`src/rtl/c880_tb_pkg.sv`:
```
// Shared types, constants and helpers for the c880 stimulus/response benches.
package c880_tb_pkg;

  // Capture-run state of the response compactor.
  typedef enum logic [1:0] {
    ST_IDLE    = 2'd0,
    ST_CAPTURE = 2'd1,
    ST_DONE    = 2'd2
  } misr_state_t;

  // c880 primary output / input widths.
  localparam int C880_RESP_W = 26;
  localparam int C880_STIM_W = 60;

  // Default signature polynomial (CRC-32) and seed.
  localparam logic [31:0] C880_POLY = 32'h04C11DB7;
  localparam logic [31:0] C880_SEED = 32'h0000_0000;

  // Widest vector popcount accepts; callers zero-extend into it.
  localparam int POPCNT_MAX_W = 128;

  // Number of set bits in v (result fits in 8 bits for up to 128 inputs).
  function automatic logic [7:0] popcount(input logic [POPCNT_MAX_W-1:0] v);
    logic [7:0] n;
    n = '0;
    for (int i = 0; i < POPCNT_MAX_W; i++) begin
      n = n + {7'd0, v[i]};
    end
    return n;
  endfunction

endpackage

```
`src/rtl/c880_resp_misr_step.sv`:
```
// One combinational MISR/LFSR step: shift left, fold POLY in when the
// shifted-out MSB is set, then XOR in the zero-extended data word.
module misr_step
  import c880_tb_pkg::*;
#(
  parameter int               SIG_W  = 32,
  parameter int               DATA_W = C880_RESP_W,
  parameter logic [SIG_W-1:0] POLY   = SIG_W'(C880_POLY)
) (
  input  logic [SIG_W-1:0]  sig_in,
  input  logic [DATA_W-1:0] data_in,
  output logic [SIG_W-1:0]  sig_out
);

  logic             w_fb;
  logic [SIG_W-1:0] w_data_ext;

  assign w_fb       = sig_in[SIG_W-1];
  assign w_data_ext = SIG_W'(data_in);

  // Bit 0 receives only feedback and data; the shift brings in a zero.
  assign sig_out[0] = (w_fb & POLY[0]) ^ w_data_ext[0];

  // Remaining bits take their lower neighbour plus feedback and data.
  for (genvar gi = 1; gi < SIG_W; gi++) begin : g_bit
    assign sig_out[gi] = sig_in[gi-1] ^ (w_fb & POLY[gi]) ^ w_data_ext[gi];
  end

endmodule

```
`src/rtl/c880_resp_misr.sv`:
```
// Response compactor for the c880 bench: folds each accepted 26-bit output
// word into a MISR signature, counts output toggles, and flags a golden
// compare once the programmed number of patterns has been absorbed.
module c880_resp_misr
  import c880_tb_pkg::*;
#(
  parameter int               RESP_W = C880_RESP_W,
  parameter int               SIG_W  = 32,
  parameter logic [SIG_W-1:0] POLY   = SIG_W'(C880_POLY),
  parameter logic [SIG_W-1:0] SEED   = SIG_W'(C880_SEED),
  parameter int               CNT_W  = 16
) (
  input  logic               CK,
  input  logic               RST_N,
  input  logic               start,
  input  logic [CNT_W-1:0]   num_patterns,
  input  logic [SIG_W-1:0]   golden,
  input  logic               resp_valid,
  input  logic [RESP_W-1:0]  resp_data,
  output logic               resp_ready,
  output logic               busy,
  output logic               done,
  output logic [SIG_W-1:0]   signature,
  output logic               match,
  output logic [CNT_W-1:0]   pattern_cnt,
  output logic [CNT_W+4:0]   toggle_cnt
);

  localparam int TOG_W = CNT_W + 5;

  misr_state_t       r_state;
  misr_state_t       r_state_next;
  logic [SIG_W-1:0]  r_sig;
  logic [SIG_W-1:0]  r_golden;
  logic [CNT_W-1:0]  r_cnt;
  logic [CNT_W-1:0]  r_num;
  logic [TOG_W-1:0]  r_tog;
  logic [RESP_W-1:0] r_prev;

  logic              w_capture;
  logic              w_xfer;
  logic              w_start_ok;
  logic              w_last;
  logic [CNT_W-1:0]  w_cnt_inc;
  logic [SIG_W-1:0]  w_sig_step;
  logic [RESP_W-1:0] w_diff;
  logic [7:0]        w_pop;
  logic [TOG_W:0]    w_tog_sum;
  logic [TOG_W-1:0]  w_tog_next;

  assign w_capture  = (r_state == ST_CAPTURE);
  assign w_xfer     = resp_valid && w_capture;
  // A start pulse only re-arms when no run is in progress.
  assign w_start_ok = start && !w_capture;
  assign w_cnt_inc  = r_cnt + CNT_W'(1);
  assign w_last     = w_xfer && (w_cnt_inc == r_num);

  misr_step #(
    .SIG_W  (SIG_W),
    .DATA_W (RESP_W),
    .POLY   (POLY)
  ) u_step (
    .sig_in  (r_sig),
    .data_in (resp_data),
    .sig_out (w_sig_step)
  );

  // Toggle accumulation; the sum carries one spare bit so overflow is
  // visible and can be clamped to all-ones.
  assign w_diff     = resp_data ^ r_prev;
  assign w_pop      = popcount(POPCNT_MAX_W'(w_diff));
  assign w_tog_sum  = {1'b0, r_tog} + (TOG_W+1)'(w_pop);
  assign w_tog_next = w_tog_sum[TOG_W] ? {TOG_W{1'b1}} : w_tog_sum[TOG_W-1:0];

  // State register.
  always_ff @(posedge CK) begin
    if (!RST_N) begin
      r_state <= ST_IDLE;
    end else begin
      r_state <= r_state_next;
    end
  end

  // Next-state: arm from IDLE/DONE, finish on the transfer that hits the count.
  always_comb begin
    r_state_next = r_state;
    case (r_state)
      ST_IDLE, ST_DONE: begin
        if (start) begin
          r_state_next = (num_patterns == '0) ? ST_DONE : ST_CAPTURE;
        end
      end
      ST_CAPTURE: begin
        if (w_last) begin
          r_state_next = ST_DONE;
        end
      end
      default: r_state_next = ST_IDLE;
    endcase
  end

  // Run datapath: clear/latch on start, fold in each accepted response.
  always_ff @(posedge CK) begin
    if (!RST_N) begin
      r_sig    <= SEED;
      r_golden <= '0;
      r_cnt    <= '0;
      r_num    <= '0;
      r_tog    <= '0;
      r_prev   <= '0;
    end else if (w_start_ok) begin
      r_sig    <= SEED;
      r_golden <= golden;
      r_cnt    <= '0;
      r_num    <= num_patterns;
      r_tog    <= '0;
      r_prev   <= '0;
    end else if (w_xfer) begin
      r_sig    <= w_sig_step;
      r_cnt    <= w_cnt_inc;
      r_tog    <= w_tog_next;
      r_prev   <= resp_data;
    end
  end

  assign resp_ready  = w_capture;
  assign busy        = w_capture;
  assign done        = (r_state == ST_DONE);
  assign match       = done && (r_sig == r_golden);
  assign signature   = r_sig;
  assign pattern_cnt = r_cnt;
  assign toggle_cnt  = r_tog;

endmodule

```
`config.mk`:
```
export PLATFORM = sky130hd
export DESIGN_NAME = c880_resp_misr
export DESIGN_NICKNAME = d
export VERILOG_FILES = /design/src/rtl/c880_tb_pkg.sv /design/src/rtl/c880_resp_misr_step.sv /design/src/rtl/c880_resp_misr.sv
export SDC_FILE = /design/constraint.sdc
export NUM_CORES = 1
export LEC_CHECK = 0
export ABC_AREA = 1
export BUFFER_PORTS_ARGS = -buffer_cell sky130_fd_sc_hd__buf_4
export CORE_MARGIN = 5
export CORE_UTILIZATION = 35
export CTS_BUF_LIST = sky130_fd_sc_hd__clkbuf_16
export CTS_CLUSTER_DIAMETER = 60
export DETAILED_ROUTE_END_ITERATION = 16
export PLACE_DENSITY = 0.64
export SLEW_MARGIN = 20
export SYNTH_ARGS = -nofsm -noshare
export SYNTH_HDL_FRONTEND = slang
export SYNTH_SLANG_ARGS = --single-unit
```
`constraint.sdc`:
```
create_clock -name CK -period 14.7 [get_ports CK]
set_input_delay 0.735 -clock CK [delete_from_list [all_inputs] [get_ports CK]]
set_output_delay 0.735 -clock CK [all_outputs]
set_load 0.02 [all_outputs]
```
==> out/metrics.cfg, run 1 <==
[global_routing]
grt_pass1_vias = 7084
grtUsageTotal_pct = 18.2
grt_overflow = 0
grt_pass1_wl_mm = 37.9
grt_max_degree = 68
antenna_found_initial = 1

[timing]
finalSetupViolCount = 0
period_share_pct = 41.3
finalHoldViolCount = 0
max-slew-margin-rel_pct = 52.4
tightest_slew_ns = 0.714
finalCriticalPeriod_ns = 6.07
fin_skew_ns = 0.0112
max_freq_ghz = 0.165
slew_violations = 0
final.setup.tns_ns = 0
rsz0062_at_grt = no

[floorplan]
top_level_ports = 151
start_util_pct = 35.3
die_x_um = 160
die_area_sq_um = 25700
core_sq_um = 22400
die_h_um = 160
rows = 55

[setup_path]
worstPathMaxFanout = 9
cp.required_ns = 15.02
critPathSlowestCell = fa_1
ff2ff_path_depth = 18
critPathKind = input port to flip-flop
rrSetupSlack_ns = 8.71
critical_path.most_common_cell = fa_1
startpoint_type = input port
r2r_start = r_prev[0]
crit_arrival_ns = 6.40
critPathMaxStageDelay_ns = 0.54
end_kind = flip-flop
rr_endpoint = toggle_cnt[16]
path_cells = buf_4 -> xor2_1 -> fa_1 -> fa_1 -> fa_1 -> fa_1 -> inv_1 -> fa_1 -> fa_1 -> inv_1 -> fa_1 -> fa_1 -> a31oi_1 -> o21ai_1 -> nand2_1 -> nor3_1 -> nand3b_1 -> nand2_1 -> inv_1

[cells_and_area]
fill_cells = 2308
drive_above_1_share_pct = 18.2
stdcell_area_sq_um = 9850
nNetsFinal = 1311
area_growth_pct = 24.4
antenna_cells = 0
final_common_cell = nand2_1
final_cell_mix = nand2_1, buf_4, dfxtp_1, inv_1, nor2_1

[placed_design]
dpl_cell_area_sq_um = 9230
gp_congestion = 0.866
port_buffers = 150
post-dp-hpwl_mm = 17.5

[synth]
ys_types = 44
synthArstFlopShare_pct = 0
synth_cells = 1070
syn_area_per_cell_sq_um = 7.40
seq_area_frac_synth_pct = 36.6
synth_edf_count = 0
synthTopCellsByArea = dfxtp_1, nand2_1, o21ai_0
synth_warnings = 0
synth_top_area_share_pct = 36.6
yosysTopAreaCell = dfxtp_1
syn_nets = 1186
syn_area_sq_um = 7920
ys_ff_latch = 145
synthFlopType = dfxtp_1

[cts]
cts-resized-gates = 0
cts_buffer_depth = 2
post-cts-setup-buffers = 0
cts_num_sinks = 145
clock_latency_ns = 0.42
cts_hold_buf = 0
ctsRootBufferMaster = clkbuf_16
path_clk_slew_ns = 0.07
cts_buffers = 17
cts_tree = yes
h-tree-depth = 4

[routing]
drtPass1Iterations = 5
drc = 0
wirelength_mm = 23.8
drt-initial-drc-count = 545
wire_per_inst_um = 15.9
ant_nets = 0
via_count = 7373
drt-vias-per-instance = 4.94

[pwr]
p_leak_nw = 4.42
power.share.sequential_pct = 32.6
ir_drop_mv = 0.108
p_sw_share_pct = 33.6
power_density_nw_per_um2 = 134
power_switching_w = 0.000444
clockPowerShare_pct = 34.7
p_int_w = 0.000875
combPwrFrac_pct = 32.7

[hold_path]
hold_path_class = flip-flop to flip-flop
hold_path_depth = 2
hp-start = r_prev[25]
hold_end = r_prev[25]

[job]
max_cap_violations = 0

[outcome]
outcome = finished clean

==> flip-flops by register name (all words and copies together) (netlist names) <==
signal,cells
signature,32
pattern_cnt,16
r_prev,26
toggle_cnt,21
r_golden,32
r_state,2
r_num,16
==> layer usage <==
metal  part of all wire [%]  GRT usage [%]
met3                    6.5           5.26
met2                     48           30.7
met1                     44           23.1
met4                   0.92           4.11
met5                  0.029              0
==> power groups by stage <==
stage	clock network (W)	logic, W	registers, W
6_report	0.000458	0.000431	0.000430
5_1_grt	0.000485	0.000484	0.000432
4_1_cts	0.000467	0.000433	0.000430
3_5_place_dp	0	0.000427	0.000438
3_3_place_gp	0	0.000420	0.000438
2_1_floorplan	0	0.000301	0.000440
==> cell families after synthesis <==
| kind of cell | synth area share, % |
|---|---|
| xor+xnor | 8.59 |
| buf+inv | 8.39 |
| fa+ha+maj | 7.90 |
| flops | 36.6 |
| compound gates | 15.7 |
| simple gates | 22.8 |
==> how the worst max path moves through the flow <==
stage	start	endpoint	slack, ns
floorplan	resp_data[16]	toggle_cnt[10]	8.76
global placement	resp_data[0]	toggle_cnt[10]	8.32
detailed placement	resp_data[0]	toggle_cnt[16]	8.22
CTS	resp_data[0]	toggle_cnt[16]	8.66
global route	resp_data[0]	toggle_cnt[10]	8.37
finish	resp_data[0]	toggle_cnt[16]	8.63
==> cell type report <==
| class | count | area, sq um | share of cell area, % |
|---|---|---|---|
| clock buffers | 17 | 425 | 4.32 |
| clock inverters | 15 | 193 | 1.96 |
| inverters | 118 | 444 | 4.51 |
| multi-input cells | 758 | 4370 | 44.3 |
| flip-flops and latches | 145 | 2900 | 29.5 |
| well taps | 285 | 357 | 3.62 |
| repair buffers | 155 | 1160 | 11.8 |
==> stage by stage <==
stage / worst slack, ns / utilization, % / cells / hold slack (ns) / power (W)
finish: 8.63 / 43.9 / 1493 / 0.474 / 0.00132
global placement: 8.32 / 41.1 / 1461 / 0.460 / 0.000857
CTS: 8.66 / 43.9 / 1493 / 0.475 / 0.00133
floorplan: 8.76 / - / 1070 / 0.441 / 0.000741
detailed placement: 8.22 / 41.1 / 1461 / 0.465 / 0.000865
global route: 8.37 / 43.9 / 1493 / 0.489 / 0.00140
==> Yosys cell counts, types with 18 or more instances <==
| cell | count |
|---|---|
| nand2_1 | 215 |
| fa_1 | 20 |
| xnor2_1 | 36 |
| clkbuf_1 | 34 |
| inv_1 | 113 |
| a21oi_1 | 91 |
| ha_1 | 18 |
| nand3_1 | 45 |
| o21ai_0 | 92 |
| nor2_1 | 96 |
| xor2_1 | 39 |
| dfxtp_1 | 145 |
==> worst max-delay path, delay by kind of cell <==
family,cells,cell delay [ns]
adders and majority gates,8,4.04
buffers and inverters,4,0.27
and+or+nand+nor,4,0.59
AOI/OAI and AO/OA,2,0.56
xor gates and xnor gates,1,0.19
Note: power is estimated with default switching activity, not from simulation.
==> inputs of run 2 (changes only) <==
Clock period 14.7 ns to 5.9 ns, I/O delays scaled along.
==> out/metrics.cfg, run 2 (synthesis results as in run 1) <==
[timing]
finalSetupViolCount = 0  ; unchanged
final.setup.tns_ns = 0  ; unchanged
finalHoldViolCount = 0  ; unchanged
period_share_pct = 95.3
max-slew-margin-rel_pct = 50.8  ; -1.5 points
finalWorstSetupSlack_ns = 0.279  ; -8.35 ns
slew_violations = 0  ; unchanged
finalCriticalPeriod_ns = 5.62
rsz0062_at_grt = no
tightest_slew_ns = 0.737  ; +0.0231 ns
max_freq_ghz = 0.178
fin_skew_ns = 0.0137  ; +0.00253 ns

[cells_and_area]
area_growth_pct = 24.5  ; about the same
final_cell_mix = nand2_1, buf_4, dfxtp_1, inv_1, nor2_1
stdcell_area_sq_um = 9860  ; about the same
final_common_cell = nand2_1
drive_above_1_share_pct = 18.7  ; +0.45 points
antenna_cells = 0  ; unchanged
fill_cells = 2257  ; -2.2%
nNetsFinal = 1314  ; +0.23%
final_core_util_pct = 44.0  ; about the same

[pwr]
ir_drop_mv = 0.206  ; +90%
p_leak_nw = 4.41  ; about the same
power_density_nw_per_um2 = 335  ; +150%
power_w = 0.00330  ; +150%

[outcome]
outcome = finished clean

[setup_path]
critPathKind = flip-flop to flip-flop
cp.required_ns = 6.22  ; -8.80 ns
startpoint_type = flip-flop
worstPathMaxFanout = 3  ; -6
crit_start = r_prev[16]
r2r_start = r_prev[16]
end_kind = flip-flop
crit_arrival_ns = 5.94  ; -0.46 ns

[hold_path]
hp-start = golden[12]
hold_path_class = input port to flip-flop

[floorplan]
die_area_sq_um = 25700  ; unchanged
top_level_ports = 151  ; unchanged
start_util_pct = 35.3  ; unchanged
die_h_um = 160  ; unchanged
core_sq_um = 22400  ; unchanged
die_x_um = 160  ; unchanged
rows = 55  ; unchanged

[routing]
drc = 0  ; unchanged
wire_per_inst_um = 15.6  ; -1.9%
wirelength_mm = 23.4  ; -1.7%
via_count = 7360  ; -0.18%
ant_nets = 0  ; unchanged
drtPass1Iterations = 5  ; unchanged
drt-initial-drc-count = 470  ; -14%
drt-vias-per-instance = 4.92  ; -0.38%

[cts]
ctsRootBufferMaster = clkbuf_16
path_clk_slew_ns = 0.07  ; about the same
cts_hold_buf = 0  ; unchanged
cts_buffer_depth = 2  ; unchanged
h-tree-depth = 4  ; unchanged
clock_latency_ns = 0.43  ; about the same
cts_tree = yes
cts_num_sinks = 145  ; unchanged
cts_buffers = 17  ; unchanged

[global_routing]
grt_overflow = 0  ; unchanged
grt_max_degree = 68  ; unchanged
grt_pass1_wl_mm = 37.2  ; -1.8%
grtUsageTotal_pct = 17.9  ; -0.32 points
antenna_found_initial = 1  ; unchanged
grt_pass1_vias = 6991  ; -1.3%

[placed_design]
dpl_cell_area_sq_um = 9250  ; +0.16%
port_buffers = 150  ; unchanged
post-dp-hpwl_mm = 17.2  ; -1.9%
place_ws_ns = -0.0197  ; -8.24 ns
gp_congestion = 0.873  ; +0.82%

[job]
max_cap_violations = 0  ; unchanged

run 2: changes by cell type in the layout (fill, tap and decap cells not counted), moves of 2 or more:
cell,previous run,this run
inv_6,1,5
nand2_2,9,11
buf_4,155,158
bufinv_16,4,2
clkinv_2,4,2
clkinv_1,0,2
run 2: timing repair:
| action | 4_1_cts | 5_1_grt |
|---|---|---|
| setup buffers | 0 | 1 |
| gates resized for setup | 0 | 5 |
| setup endpoints to repair | 0 | 8 |
run 2: path summary, 6_finish.rpt:
check / end / slack, ns / cells after the start
setup / recovery: toggle_cnt[20] / 0.28 / 21
hold / removal: r_golden[12] / 0.13 / 3
setup reg to reg: toggle_cnt[20] / 0.28 / 21
hold reg to reg: r_num[7] / 0.47 / 2
run 2: final cells by class:
| class | count | area [sq um] | share of cell area (%) |
|---|---|---|---|
| well taps | 285 | 357 | 3.62 |
| flip-flops and latches | 145 | 2900 | 29.4 |
| multi-input cells | 758 | 4390 | 44.5 |
| repair buffers | 158 | 1190 | 12.0 |
| clock buffers | 17 | 425 | 4.31 |
| inverters | 118 | 444 | 4.50 |
| clock inverters | 15 | 156 | 1.59 |
run 2: worst max-delay path, cell delays in order, from the launching register on:
cell	delay, ns
dfxtp_1	0.32
xor2_1	0.17
fa_1	0.53
inv_1	0.05
fa_1	0.49
fa_1	0.52
inv_1	0.08
fa_1	0.49
inv_1	0.06
fa_1	0.50
fa_1	0.54
inv_1	0.05
fa_1	0.45
fa_2	0.39
a31oi_4	0.20
o21ai_1	0.13
buf_4	0.16
nand3_1	0.08
or2_1	0.11
nand3_1	0.05
nand2_1	0.06
inv_1	0.04
run 2: power breakdown:
part / total, W / switching [W] / leakage [nW] / internal (W)
Sequential: 0.00107 / 0.0000415 / 1.18 / 0.00103
Combinational: 0.00115 / 0.000665 / 2.94 / 0.000482
Clock: 0.00108 / 0.000455 / 0.287 / 0.000628
run 2: routing by layer:
layer	GRT usage [%]	share of wire, %	vias to the layer above
li1	-	-	3740
met3	5.06	6.0	31
met4	5.40	1.8	2
met1	22.8	45	3414
met5	0	0.030	-
met2	29.5	47	173
run 2: stage by stage:
stage	hold WS (ns)	instances
after floorplan	0.441	1070
after global placement	0.459	1463
after detailed placement	0.466	1463
after CTS	0.113	1495
after global routing	0.128	1496
final	0.126	1496
==> inputs of run 3 (changes only) <==
Settings changed: SKIP_CTS_REPAIR_TIMING set to 1, SYNTH_HIERARCHICAL set to 1.
==> out/metrics.cfg, run 3 <==
[timing]
tightest_slew_ns = 0.981  ; +0.244 ns
finalCriticalPeriod_ns = 5.67  ; +0.0446 ns
max-slew-margin-rel_pct = 34.4  ; -16 points
slew_violations = 0  ; unchanged
final.setup.tns_ns = 0  ; unchanged
period_share_pct = 96.0  ; +0.76 points
max_freq_ghz = 0.177  ; -0.79%
fin_skew_ns = 0.0108  ; -0.00294 ns
finalWorstSetupSlack_ns = 0.235  ; -0.0446 ns
finalSetupViolCount = 0  ; unchanged
finalHoldViolCount = 0  ; unchanged
rsz0062_at_grt = no

[synth]
seq_area_frac_synth_pct = 36.1  ; -0.49 points
synthTopCellsByCount = nand2_1, dfxtp_1, inv_1
yosysTopAreaCell = dfxtp_1
syn_area_sq_um = 8030  ; +1.4%
yosysMostFrequentCell = nand2_1
synth_top_area_share_pct = 36.1  ; -0.49 points
synth_warnings = 6  ; +6
syn_area_per_cell_sq_um = 7.16  ; -3.3%
synth_edf_count = 0  ; unchanged
syn_nets = 1238  ; +4.4%
synthTopCellsByArea = dfxtp_1, nand2_1, o21ai_0
synthArstFlopShare_pct = 0  ; unchanged
synth_cells = 1122  ; +4.9%
synthFlopType = dfxtp_1
ys_ff_latch = 145  ; unchanged
ys_types = 41  ; -6.8%

[cts]
clock_latency_ns = 0.42  ; about the same
cts_buffers = 17  ; unchanged
ctsRootBufferMaster = clkbuf_16
h-tree-depth = 4  ; unchanged
cts_num_sinks = 145  ; unchanged
cts_tree = yes
path_clk_slew_ns = 0.06  ; about the same
cts_buffer_depth = 2  ; unchanged

[placed_design]
gp_congestion = 0.871  ; -0.31%
post-dp-hpwl_mm = 17.6  ; +2.1%
place_ws_ns = 0.0306  ; +0.0502 ns
port_buffers = 150  ; unchanged
dpl_cell_area_sq_um = 9320  ; +0.83%

[hold_path]
hp-start = golden[15]
hold_path_class = input port to flip-flop

[floorplan]
core_sq_um = 22600  ; +0.92%
start_util_pct = 35.5  ; +0.15 points
die_x_um = 161  ; +0.64%
top_level_ports = 151  ; unchanged
rows = 55  ; unchanged
die_area_sq_um = 26100  ; +1.3%
die_h_um = 161  ; +0.64%

[global_routing]
grt_pass1_vias = 7009  ; +0.26%
antenna_found_initial = 0  ; -1
grt_pass1_wl_mm = 37.6  ; +1.0%
grt_max_degree = 79  ; +16%
grt_overflow = 0  ; unchanged
grtUsageTotal_pct = 18.1  ; +0.23 points

[cells_and_area]
nNetsFinal = 1363  ; +3.7%
fill_cells = 2274  ; +0.75%
final_cell_mix = nand2_1, buf_4, dfxtp_1, inv_1, nor2_1
area_growth_pct = 24.4
final_common_cell = nand2_1
drive_above_1_share_pct = 17.7  ; -0.95 points
stdcell_area_sq_um = 9990  ; +1.3%
antenna_cells = 0  ; unchanged

[pwr]
ir_drop_mv = 0.161  ; -22%
p_leak_nw = 4.47  ; +1.3%
power_density_nw_per_um2 = 329  ; -1.7%

[outcome]
outcome = finished clean

[setup_path]
r2r_start = r_prev[16]
critPathKind = flip-flop to flip-flop
end_kind = flip-flop
rrSetupSlack_ns = 0.23  ; -0.04 ns
startpoint_type = flip-flop
cp.required_ns = 6.20  ; -0.02 ns
crit_start = r_prev[16]
worstPathMaxFanout = 2  ; -1
crit_arrival_ns = 5.97  ; +0.03 ns

[routing]
wire_per_inst_um = 15.4  ; -1.6%
drtPass1Iterations = 7  ; +2
drc = 0  ; unchanged
wirelength_mm = 23.7  ; +1.6%
ant_nets = 0  ; unchanged
drt-initial-drc-count = 567  ; +21%
drt-vias-per-instance = 4.90  ; -0.41%
via_count = 7565  ; +2.8%

[job]
max_cap_violations = 0  ; unchanged

[run 3: changes by cell type in the layout (fill, tap and decap cells not counted), moves of 6 or more]
cell and change:
inv_1 +7, nand2_1 +46, nand3_1 +14, nor3_1 +6, o21ai_0 +7, o221ai_1 -6, xnor2_1 -14
[run 3: layout make-up]
class / instances / area (sq um) / area share [%]
Multi-Input combinational cell: 802 / 4480 / 44.9
Sequential cell: 145 / 2900 / 29.1
Timing Repair Buffer: 156 / 1170 / 11.7
Inverter: 125 / 470 / 4.71
Clock buffer: 17 / 425 / 4.26
Tap cell: 285 / 357 / 3.57
Clock inverter: 14 / 178 / 1.78
[run 3: final timing paths]
path / to / cells past startpoint
max: toggle_cnt[6] / 22
max reg2reg: toggle_cnt[6] / 22
min reg2reg: r_num[3] / 2
min: r_golden[15] / 3
[run 3: metrics by stage]
| stage | hold WS [ns] | std cells | util, % | total power [W] |
|---|---|---|---|---|
| 4_1_cts | 0.0979 | 1544 | 43.8 | 0.00331 |
| 3_3_place_gp | 0.460 | 1513 | 41.2 | 0.00216 |
| 6_report | 0.122 | 1544 | 44.1 | 0.00329 |
| 3_5_place_dp | 0.461 | 1513 | 41.2 | 0.00218 |
| 5_1_grt | 0.112 | 1544 | 44.1 | 0.00352 |
| 2_1_floorplan | 0.441 | 1122 | - | 0.00184 |
[run 3: kinds of logic after synthesis]
group | share of synthesized area, %
AND/OR/NAND/NOR | 25.3
AO/OA/AOI/OAI | 14.7
buffers and inverters | 8.82
flip-flops | 36.1
XOR/XNOR | 7.26
adder cells (fa/ha/maj) | 7.79
[run 3: worst max-delay path, cell delays in order (launching register included)]
cell,delay (ns)
dfxtp_1,0.32
xor2_1,0.18
fa_1,0.56
inv_1,0.06
fa_1,0.49
fa_1,0.51
inv_1,0.05
fa_1,0.48
inv_1,0.06
fa_1,0.51
fa_1,0.54
inv_1,0.05
fa_1,0.45
fa_1,0.39
nand2_1,0.08
nand2_1,0.06
a21oi_2,0.16
buf_4,0.14
nor2_1,0.03
o21ai_0,0.14
nand2_1,0.08
xnor2_1,0.14
a21oi_1,0.08
[run 3: where the power goes]
part / switching, W / leakage, nW / internal [W]
Combinational: 0.000610 / 2.99 / 0.000484
Sequential: 0.0000456 / 1.18 / 0.00103
Clock: 0.000447 / 0.295 / 0.000670
Total: 0.00110 / 4.47 / 0.00218
[run 3: metal layers]
| layer | track usage, % | vias to the layer above | wire length (um) |
|---|---|---|---|
| met5 | 0 | - | 0 |
| met4 | 5.35 | 0 | 407 |
| met3 | 4.36 | 29 | 1400 |
| met2 | 27.3 | 212 | 10500 |
| met1 | 25.7 | 3434 | 11500 |
| li1 | - | 3890 | - |
